$ cat config.mk
export PLATFORM = sky130hd
export DESIGN_NAME = posit_multiply_seq
export DESIGN_NICKNAME = d
export VERILOG_FILES = /design/src/rtl/posit_multiply_seq.sv
export SDC_FILE = /design/constraint.sdc
export NUM_CORES = 1
export LEC_CHECK = 0
export CAP_MARGIN = 20
export CELL_PAD_IN_SITES_DETAIL_PLACEMENT = 0
export CELL_PAD_IN_SITES_GLOBAL_PLACEMENT = 1
export CORE_MARGIN = 3
export CORE_UTILIZATION = 44
export CTS_CLUSTER_SIZE = 30
export DETAILED_ROUTE_END_ITERATION = 10
export HOLD_SLACK_MARGIN = 0.05
export PLACE_DENSITY = 0.95
export SYNTH_ARGS = -nofsm -noshare
export SYNTH_HDL_FRONTEND = slang
export SYNTH_SLANG_ARGS = --single-unit
$ cat constraint.sdc
create_clock -name clock_i -period 5.1 [get_ports clock_i]
set_input_delay 0.765 -clock clock_i [delete_from_list [all_inputs] [get_ports clock_i]]
set_output_delay 0.765 -clock clock_i [all_outputs]
set_load 0.1 [all_outputs]
$ cat src/rtl/posit_multiply_seq.sv
// Iterative radix-2 shift-add posit multiplier producing an unrounded unpacked product plus guard/sticky bits.
// Define POSIT_MUL_EARLY_TERM_EN to stop the multiply loop once the remaining multiplier bits are all zero.
module posit_multiply_seq #(
    parameter int WIDTH         = 8,
    parameter int ES            = 1,
    parameter int TRAILING_BITS = 2,
    localparam int FB           = WIDTH - 2 - ES,
    localparam int MAX_EXP      = (WIDTH - 2) << ES,
    localparam int EW           = $clog2(MAX_EXP + 1) + 1,
    localparam int UW           = 3 + EW + FB
) (
    input  logic                     clock_i,
    input  logic                     reset_i,
    input  logic [UW-1:0]            a_i,
    input  logic [UW-1:0]            b_i,
    input  logic                     in_valid_i,
    output logic                     in_ready_o,
    output logic [UW-1:0]            out_o,
    output logic [TRAILING_BITS-1:0] trailing_bits_o,
    output logic                     sticky_bit_o,
    output logic                     out_valid_o,
    input  logic                     out_ready_i
);
    localparam int CW = $clog2(FB + 2);
    localparam logic [CW-1:0]        CNT_LAST = CW'(FB);
    localparam logic [CW-1:0]        CNT_END  = CW'(FB + 1);
    localparam logic signed [EW+1:0] EXP_HI   = (EW + 2)'(MAX_EXP);
    localparam logic signed [EW+1:0] EXP_LO   = -EXP_HI;

    typedef struct packed {
        logic          is_inf;
        logic          is_zero;
        logic          sign;
        logic [EW-1:0] exponent;
        logic [FB-1:0] fraction;
    } unpacked_t;

    typedef enum logic [1:0] {IDLE, MUL, NORM, DONE} state_e;

    state_e                    state_q, state_d;
    unpacked_t                 a_s, b_s, out_q, out_d;
    logic                      sign_q, sign_d;
    logic signed [EW+1:0]      exp_sum_q, exp_sum_d;
    logic [FB:0]               mcand_q, mcand_d, mplier_q, mplier_d;
    logic [2*FB+1:0]           acc_q, acc_d;
    logic [CW-1:0]             cnt_q, cnt_d;
    logic [TRAILING_BITS-1:0]  trail_q, trail_d;
    logic                      sticky_q, sticky_d;
    logic                      out_valid_q, out_valid_d;

    logic                      accept, special, mul_last;
    logic [2*FB+1:0]           prod, norm;
    logic signed [EW+1:0]      exp_n;
    logic [FB+TRAILING_BITS:0] tail;

    assign a_s     = a_i;
    assign b_s     = b_i;
    assign accept  = in_valid_i && (state_q == IDLE);
    assign special = a_s.is_inf || b_s.is_inf || a_s.is_zero || b_s.is_zero;
`ifdef POSIT_MUL_EARLY_TERM_EN
    assign mul_last = (cnt_q == CNT_LAST) || (mplier_q[FB-1:0] == '0);
`else
    assign mul_last = (cnt_q == CNT_LAST);
`endif

    // NOTE: sequential state uses non-blocking assignments only; the comb blocks compute every _d value.
    always_ff @(posedge clock_i) begin
        if (reset_i) begin
            state_q     <= IDLE;
            out_q       <= '{is_inf: 1'b0, is_zero: 1'b1, sign: 1'b0, exponent: '0, fraction: '0};
            trail_q     <= '0;
            sticky_q    <= 1'b0;
            out_valid_q <= 1'b0;
        end else begin
            state_q     <= state_d;
            out_q       <= out_d;
            trail_q     <= trail_d;
            sticky_q    <= sticky_d;
            out_valid_q <= out_valid_d;
        end
        // NOTE: pure datapath registers skip reset; they are always reloaded on accept before use.
        sign_q    <= sign_d;
        exp_sum_q <= exp_sum_d;
        mcand_q   <= mcand_d;
        mplier_q  <= mplier_d;
        acc_q     <= acc_d;
        cnt_q     <= cnt_d;
    end

    always_comb begin
        state_d = state_q;
        unique case (state_q)
            IDLE: if (accept) state_d = special ? DONE : MUL;
            MUL:  if (mul_last) state_d = NORM;
            NORM: state_d = DONE;
            DONE: if (out_valid_q && out_ready_i) state_d = IDLE;
            default: state_d = IDLE;
        endcase
    end

    // Normalisation view of the accumulator; the early build first applies the skipped shifts.
    always_comb begin
        prod = acc_q;
`ifdef POSIT_MUL_EARLY_TERM_EN
        prod = acc_q << (CNT_END - cnt_q);
`endif
        norm  = prod[2*FB+1] ? prod : (prod << 1);
        exp_n = exp_sum_q + $signed({{(EW + 1){1'b0}}, prod[2*FB+1]});
        tail  = {norm[FB:0], {TRAILING_BITS{1'b0}}};
    end

    always_comb begin
        sign_d      = sign_q;
        exp_sum_d   = exp_sum_q;
        mcand_d     = mcand_q;
        mplier_d    = mplier_q;
        acc_d       = acc_q;
        cnt_d       = cnt_q;
        out_d       = out_q;
        trail_d     = trail_q;
        sticky_d    = sticky_q;
        out_valid_d = (state_q == DONE) && !(out_valid_q && out_ready_i);
        unique case (state_q)
            IDLE: if (accept) begin
                sign_d    = a_s.sign ^ b_s.sign;
                exp_sum_d = $signed({{2{a_s.exponent[EW-1]}}, a_s.exponent})
                          + $signed({{2{b_s.exponent[EW-1]}}, b_s.exponent});
                mcand_d   = {1'b1, a_s.fraction};
                mplier_d  = {1'b1, b_s.fraction};
                acc_d     = '0;
                cnt_d     = '0;
                if (special) begin
                    out_d    = '{is_inf: 1'b0, is_zero: 1'b1, sign: 1'b0, exponent: '0, fraction: '0};
                    // Infinity dominates, so inf*0 yields NaR rather than zero.
                    if (a_s.is_inf || b_s.is_inf) begin
                        out_d.is_inf  = 1'b1;
                        out_d.is_zero = 1'b0;
                    end
                    trail_d  = '0;
                    sticky_d = 1'b0;
                end
            end
            MUL: begin
                acc_d    = (acc_q << 1) + (mplier_q[FB] ? {{(FB + 1){1'b0}}, mcand_q} : '0);
                mplier_d = mplier_q << 1;
                cnt_d    = cnt_q + CW'(1);
            end
            NORM: begin
                out_d.is_inf  = 1'b0;
                out_d.is_zero = 1'b0;
                out_d.sign    = sign_q;
                if (exp_n > EXP_HI || exp_n < EXP_LO) begin
                    out_d.exponent = (exp_n > EXP_HI) ? EXP_HI[EW-1:0] : EXP_LO[EW-1:0];
                    out_d.fraction = '0;
                    trail_d        = '0;
                    sticky_d       = 1'b0;
                end else begin
                    out_d.exponent = exp_n[EW-1:0];
                    out_d.fraction = norm[2*FB:FB+1];
                    trail_d        = tail[FB+TRAILING_BITS:FB+1];
                    sticky_d       = |tail[FB:0];
                end
            end
            default: ;
        endcase
    end

    assign in_ready_o      = (state_q == IDLE);
    assign out_valid_o     = out_valid_q;
    assign out_o           = out_q;
    assign trailing_bits_o = trail_q;
    assign sticky_bit_o    = sticky_q;
endmodule

==> results of run 1 <==
## per-layer routing
layer / vias to the layer above / part of all wire / global-route usage
met5: - / 0 / 0
met4: 0 / 0.014 / 0.0432
met3: 5 / 0.054 / 0.0311
met2: 53 / 0.48 / 0.230
met1: 936 / 0.45 / 0.187
li1: 1014 / - / -
## cell usage after synthesis (all sizes together) (2+ instances only)
cell	n
a211oi	4
a21o	6
a21oi	11
a311oi	2
and2	8
and3	3
buf	5
clkbuf	4
dfxtp	19
edfxtp	33
fa	2
ha	19
inv	16
mux2	4
mux2i	9
nand2	22
nand2b	4
nand3	6
nand4	3
nor2	21
nor4	2
o2111ai	2
o211ai	2
o21ai	20
o21bai	2
or3	3
xnor2	7
xor2	5
## power groups by stage
stage,clock [W],sequential [W],combinational [W]
after global routing,0.000251,0.000776,0.000894
after detailed placement,0,0.000761,0.000810
after global placement,0,0.000755,0.000791
after CTS,0.000234,0.000751,0.000816
after floorplan,0,0.000838,0.000539
final,0.000226,0.000749,0.000807
## kinds of logic after synthesis
group | after synthesis | share of synthesized area
XOR/XNOR | 12 | 0.0383
AO/OA/AOI/OAI | 57 | 0.135
flip-flops | 52 | 0.500
multiplexers | 13 | 0.0492
adder cells (fa/ha/maj) | 21 | 0.101
buffers and inverters | 25 | 0.0369
AND/OR/NAND/NOR | 77 | 0.140
## final timing paths
| check | start | end | slack [ns] |
|---|---|---|---|
| worst min register to register | out_o[6] | out_o[6] | 0.45 |
| worst max register to register | state_q[1] | mplier_q[3] | 2.52 |
| worst max-delay path | state_q[0] | in_ready_o | 2.02 |
| worst min-delay path | out_o[6] | out_o[6] | 0.45 |
## worst max-delay path: cells and delay by family (launching register included)
kind | cells | cell delay [ns]
buf+inv | 2 | 1.30
fa+ha+maj | 1 | 0.36
flops | 1 | 0.35
## state kept, by name, summed over array words and instances, names as in the netlist
name	count
acc_q	12
mplier_q	6
trailing_bits_o	2
mcand_q	5
state_q	2
sticky_bit_o	1
out_valid_o	1
exp_sum_q	6
sign_q	1
cnt_q	3
out_o	13
## stage by stage
step	instances	total power (W)	hold WS, ns	setup slack (ns)
global route	378	0.00192	0.481	1.90
floorplan	257	0.00138	0.477	2.18
finish	378	0.00178	0.451	2.02
CTS	378	0.00180	0.453	2.00
global placement	370	0.00155	0.437	2.33
detailed placement	370	0.00157	0.441	2.30
## final cells by class
cell class                      count  area (um^2)
Clock buffer                        6         72.6
Clock inverter                      2         11.3
Fill cell                         529         2640
Inverter                           16         60.1
Multi-Input combinational cell    180         1280
Sequential cell                    52         1370
Tap cell                           75         93.8
Timing Repair Buffer               47          470
==> metrics.md, run 1 <==
| Metric | Value |
|---|---|
| Run status | completed |
| CTS tree | yes |
| Startpoint Class | register |
| Post-synthesis sequential area ratio | 0.500 |
| Setup TNS | 0 ns |
| Async SR Flop Fraction | 0 |
| Reg2Reg Depth | 4 |
| Worst-skew pair later-pin latency | 0.30 ns |
| Critical path class | reg -> out |
| Drt drc | 0 |
| Clock power frac | 0.127 |
| Sequence of cells on the critical path | inv_1 > ha_1 > clkdlybuf4s50_1 |
| Mean area per synthesized cell | about 11 um^2 |
| Synth warn | 0 |
| Switching Fraction | 0.428 |
| Core Util, Final | 0.560 |
| Final instance area | roughly 0.0034 mm^2 |
| Number of port buffers | 47 |
| Crit path time final | around 3 ns |
| Net Count, Synth | about 300 |
| Logic gate share of total power | 0.453 |
| All-layer global routing usage | 0.141 |
| Relative area change from synthesis to final layout | 22.2% |
| Avg Vias per Cell | 5.31 |
| Placer Congestion | a little over 0.8 |
| Flop pwr share | 0.420 |
| Detailed-route via count | approximately 2k |
| Most frequent cells in the layout | 47 x clkdlybuf4s50_1, 33 x edfxtp_1, 22 x nand2_1 |
| Pwr Density | about 530 mW/mm^2 |
| Synth top area share | 0.361 |
| CTS sink cnt | 52 |
| Clock skew | between 0.008 and 0.009 ns |
| Clock root cell | clkbuf_8 |
| RSZ-0062 raised after global routing | no |
| Fin crit share | 0.604 |
| Number of global-route vias before repair | ~1.9k |
| Nets | between 300 and 400 |
| Max Freq | approximately 0.32 GHz |
| Gr ovfl total | 0 |
| # rows | 28 |
| Internal Power | 0.00102 W |
| Share of cells above drive strength 1 | 0.0462 |
| CTS Buf Count | 5 |
| Initial antenna violation count | 0 |
| Max FO, Critical Path | 10 |
| CP endpoint kind | output pin |
| Pin count of the biggest net entering global routing | 22 |
| ANT cells | 0 |
| Max-slew violations | 0 |
| Seq cells post-synth | between 50 and 60 |
| CTS max path bufs | 2 |
| Clock edge transition at the registers on the reported setup and hold paths | roughly 0.10 ns |
| Initial DRC count | 119 |
| Leakage | roughly 1.3 nW |
| Core Footprint | 0.00599 mm^2 |
| Synth Instances | about 260 |
| Slew margin rel. | 0.304 |
| Post-Syn Area | around 0.0027 mm^2 |
| H-tree depth | 2 |
| Maximum Capacitance Violations | 0 |
| Hold Violations, Final | 0 |
| Setup violations, final | 0 |
| Switch Pwr | 0.000762 W |
| Commonest non-fill, non-tap cell in the layout | clkdlybuf4s50_1 |
| Synth area leader | edfxtp_1 |
| HPWL Detailed | 3660 um |
| Critical path's slowest cell | clkdlybuf4s50_1 |
| Post-CTS Hold Buffers | 0 |
| Chip Width | roughly 85 um |
| CP arrival | 2.32 ns |
| Cts repair resizes | 0 |
| Routed WL | 4870 um |
| Yosys cell types | 46 |
| Top_reg_cell synth | edfxtp_1 |
| Post-synth EDFFs | 33 |
| Die Y | 85.0 um |
| Post-CTS Setup Inserts | 0 |
| Worst-Margin Slew | between 1 and 1.5 ns |
| Hold depth | 2 |
| Dpl cell area | between 0.003 and 0.004 mm^2 |
| Avg WL per Cell | ~13 um |
| Worst vdd ir | 401 uV |
| Die area | about 0.0072 mm^2 |
| Final ANT Viol Nets | 0 |
| Area contributors post-synth | edfxtp_1 36%, dfxtp_1 14%, ha_1 8.7% |
| Initial Util | 0.458 |
| Worst EP required | between 4 and 5 ns |
| Pre-antenna DRT Iters | 4 |
| Hold WC Path Type | reg -> reg |
| Critical Path Max Stage Delay | 1.21 ns |
| I/O pins | 48 |
| Global-route wire length before repair | about 8300 um |
Note: power is estimated with default switching activity, not from simulation.
==> run 2: changes to the inputs <==
--- a/config.mk
+++ b/config.mk
@@ -9,11 +9,11 @@
 export CELL_PAD_IN_SITES_DETAIL_PLACEMENT = 0
 export CELL_PAD_IN_SITES_GLOBAL_PLACEMENT = 1
 export CORE_MARGIN = 3
-export CORE_UTILIZATION = 44
+export CORE_UTILIZATION = 37
 export CTS_CLUSTER_SIZE = 30
 export DETAILED_ROUTE_END_ITERATION = 10
 export HOLD_SLACK_MARGIN = 0.05
-export PLACE_DENSITY = 0.95
+export PLACE_DENSITY = 0.88
 export SYNTH_ARGS = -nofsm -noshare
 export SYNTH_HDL_FRONTEND = slang
 export SYNTH_SLANG_ARGS = --single-unit
==> constraint.sdc (replaced) <==
create_clock -name clock_i -period 2.7 [get_ports clock_i]
set_input_delay 0.405 -clock clock_i [delete_from_list [all_inputs] [get_ports clock_i]]
set_output_delay 0.405 -clock clock_i [all_outputs]
set_load 0.1 [all_outputs]
==> run 2 against run 1 <==
Clock-buffer cell count down 1. Utilization down 7.1 points. Register-to-register slack worse by 2.3 ns. Critical endpoint is now acc_q[11]. Sequential share of layout area down 0.70 points. Worst hold slack about the same.
==> metrics.md, run 2 (synthesis gave the netlist of run 1 again) <==
| Metric | Value |
|---|---|
| Run status | completed |
| CTS tree | yes |
| Hold Violations, Final | 0 |
| Post-CTS Hold Buffers | 0 |
| Initial antenna violation count | 0 |
| Logic gate share of total power | 0.456 |
| Clock edge transition at the registers on the reported setup and hold paths | ~0.09 ns |
| Maximum Capacitance Violations | 0 |
| Worst-Margin Slew | ~0.5 ns |
| Number of port buffers | 47 |
| Final ANT Viol Nets | 0 |
| WHS | between 0.4 and 0.5 ns |
| Worst-skew pair later-pin latency | approximately 0.3 ns |
| Detailed-route via count | between 2k and 2.5k |
| CP arrival | around 2.5 ns |
| Crit path time final | between 2 and 2.5 ns |
| Pre-antenna DRT Iters | 5 |
| Clock power frac | 0.147 |
| Max-slew violations | 0 |
| Relative area change from synthesis to final layout | 24.4% |
| Clock root cell | clkbuf_8 |
| Setup TNS | 0 ns |
| Max Freq | around 0.40 GHz |
| Highest routed layer | met4 |
| HPWL Detailed | approximately 3800 um |
| Layout Cells excl Fill | between 400 and 500 |
| CTS Buf Count | 5 |
| H-tree depth | 2 |
| Clock skew | between 0.005 and 0.006 ns |
| Leakage | around 1.3 nW |
| CTS sink cnt | 52 |
| Flop pwr share | 0.397 |
| Share of cells above drive strength 1 | 0.129 |
| Post-CTS Setup Inserts | 0 |
| Worst R2R Setup Slack | 0.22 ns |
| CTS max path bufs | 2 |
| Internal Power | slightly above 0.002 W |
| Hold depth | 2 |
| Fin crit share | 0.920 |
| Placer Congestion | 0.790 |
| Die Y | slightly above 90 um |
| Most frequent cells in the layout | 33 x edfxtp_1, 29 x clkdlybuf4s50_1, 25 x buf_4 |
| I/O pins | between 40 and 50 |
| Critical path class | reg -> reg |
| Commonest non-fill, non-tap cell in the layout | edfxtp_1 |
| Pwr Density | approximately 1000 mW/mm^2 |
| Avg Vias per Cell | just under 5 |
| Worst vdd ir | 591 uV |
| Core Footprint | about 0.0070 mm^2 |
| Max FFs per register | 13 |
| Global-route wire length before repair | ~8600 um |
| ANT cells | 0 |
| Initial DRC count | around 150 |
| # rows | 30 |
| Switch Pwr | 0.00145 W |
| Number of global-route vias before repair | 1826 |
| Routed wl met3 | ~270 um |
| Reg2Reg Depth | 8 |
| Chip Width | just over 90 um |
| RSZ-0062 raised after global routing | no |
| Placed cell count | 398 |
| Slew margin rel. | 0.659 |
| Routed met1 length | around 2400 um |
| Avg WL per Cell | about 12 um |
| Gr ovfl total | 0 |
| Switching Fraction | 0.416 |
| Startpoint Class | register |
| Worst EP required | 2.74 ns |
| Die area | 0.00849 mm^2 |
| Max FO, Critical Path | 6 |
| Met2 routed WL | around 2200 um |
| Pin count of the biggest net entering global routing | 16 |
| Initial Util | 0.393 |
| Nets | 360 |
| Drt drc | 0 |
| Hold WC Path Type | reg -> reg |
| Routed WL | 4930 um |
| All-layer global routing usage | 0.122 |
| Cts repair resizes | 0 |
| CP endpoint kind | register |
| Setup violations, final | 0 |
| Final Power | 0.00350 W |
## run 2: path summary, 6_finish.rpt
path                                            to               start
worst max-delay path                     acc_q[11]         mplier_q[5]
worst min-delay path            trailing_bits_o[0]  trailing_bits_o[0]
worst max register to register           acc_q[11]         mplier_q[5]
worst min register to register  trailing_bits_o[0]  trailing_bits_o[0]
## run 2: cell type report
| cell class | count | area (um^2) |
|---|---|---|
| multi-input cells | 180 | 1280 |
| clock inverters | 3 | 37.5 |
| flip-flops and latches | 52 | 1370 |
| well taps | 96 | 120 |
| inverters | 16 | 60.1 |
| repair buffers | 54 | 478 |
| fillers | 675 | 3570 |
| clock buffers | 5 | 68.8 |
## run 2: power by group through the flow
| stage | Combinational (W) | Sequential [W] | Clock [W] |
|---|---|---|---|
| 2_1_floorplan | 0.00102 | 0.00158 | 0 |
| 3_3_place_gp | 0.00158 | 0.00140 | 0 |
| 3_5_place_dp | 0.00159 | 0.00141 | 0 |
| 4_1_cts | 0.00161 | 0.00139 | 0.000529 |
| 5_1_grt | 0.00176 | 0.00143 | 0.000559 |
| 6_report | 0.00159 | 0.00139 | 0.000514 |
## run 2: metrics by stage
step,instance area (um^2),worst slack (ns),utilization
2_1_floorplan,2750,0.102,-
3_3_place_gp,3310,0.335,0.474
3_5_place_dp,3310,0.241,0.474
4_1_cts,3410,0.221,0.489
5_1_grt,3410,0.0507,0.489
6_report,3410,0.217,0.489
## run 2: critical path: stages (launching register included)
cell and delay [ns]:
edfxtp_1 0.45, and2_1 0.17, ha_1 0.22, fa_1 0.41, a21o_1 0.19, a21o_1 0.19
a21oi_1 0.36, or3_1 0.18, a21oi_1 0.06
## run 2: layer usage
metal / global-route usage / up-vias
met5: 0 / -
met4: 0.0297 / 0
met3: 0.0295 / 5
met2: 0.190 / 52
met1: 0.171 / 914
li1: - / 1031
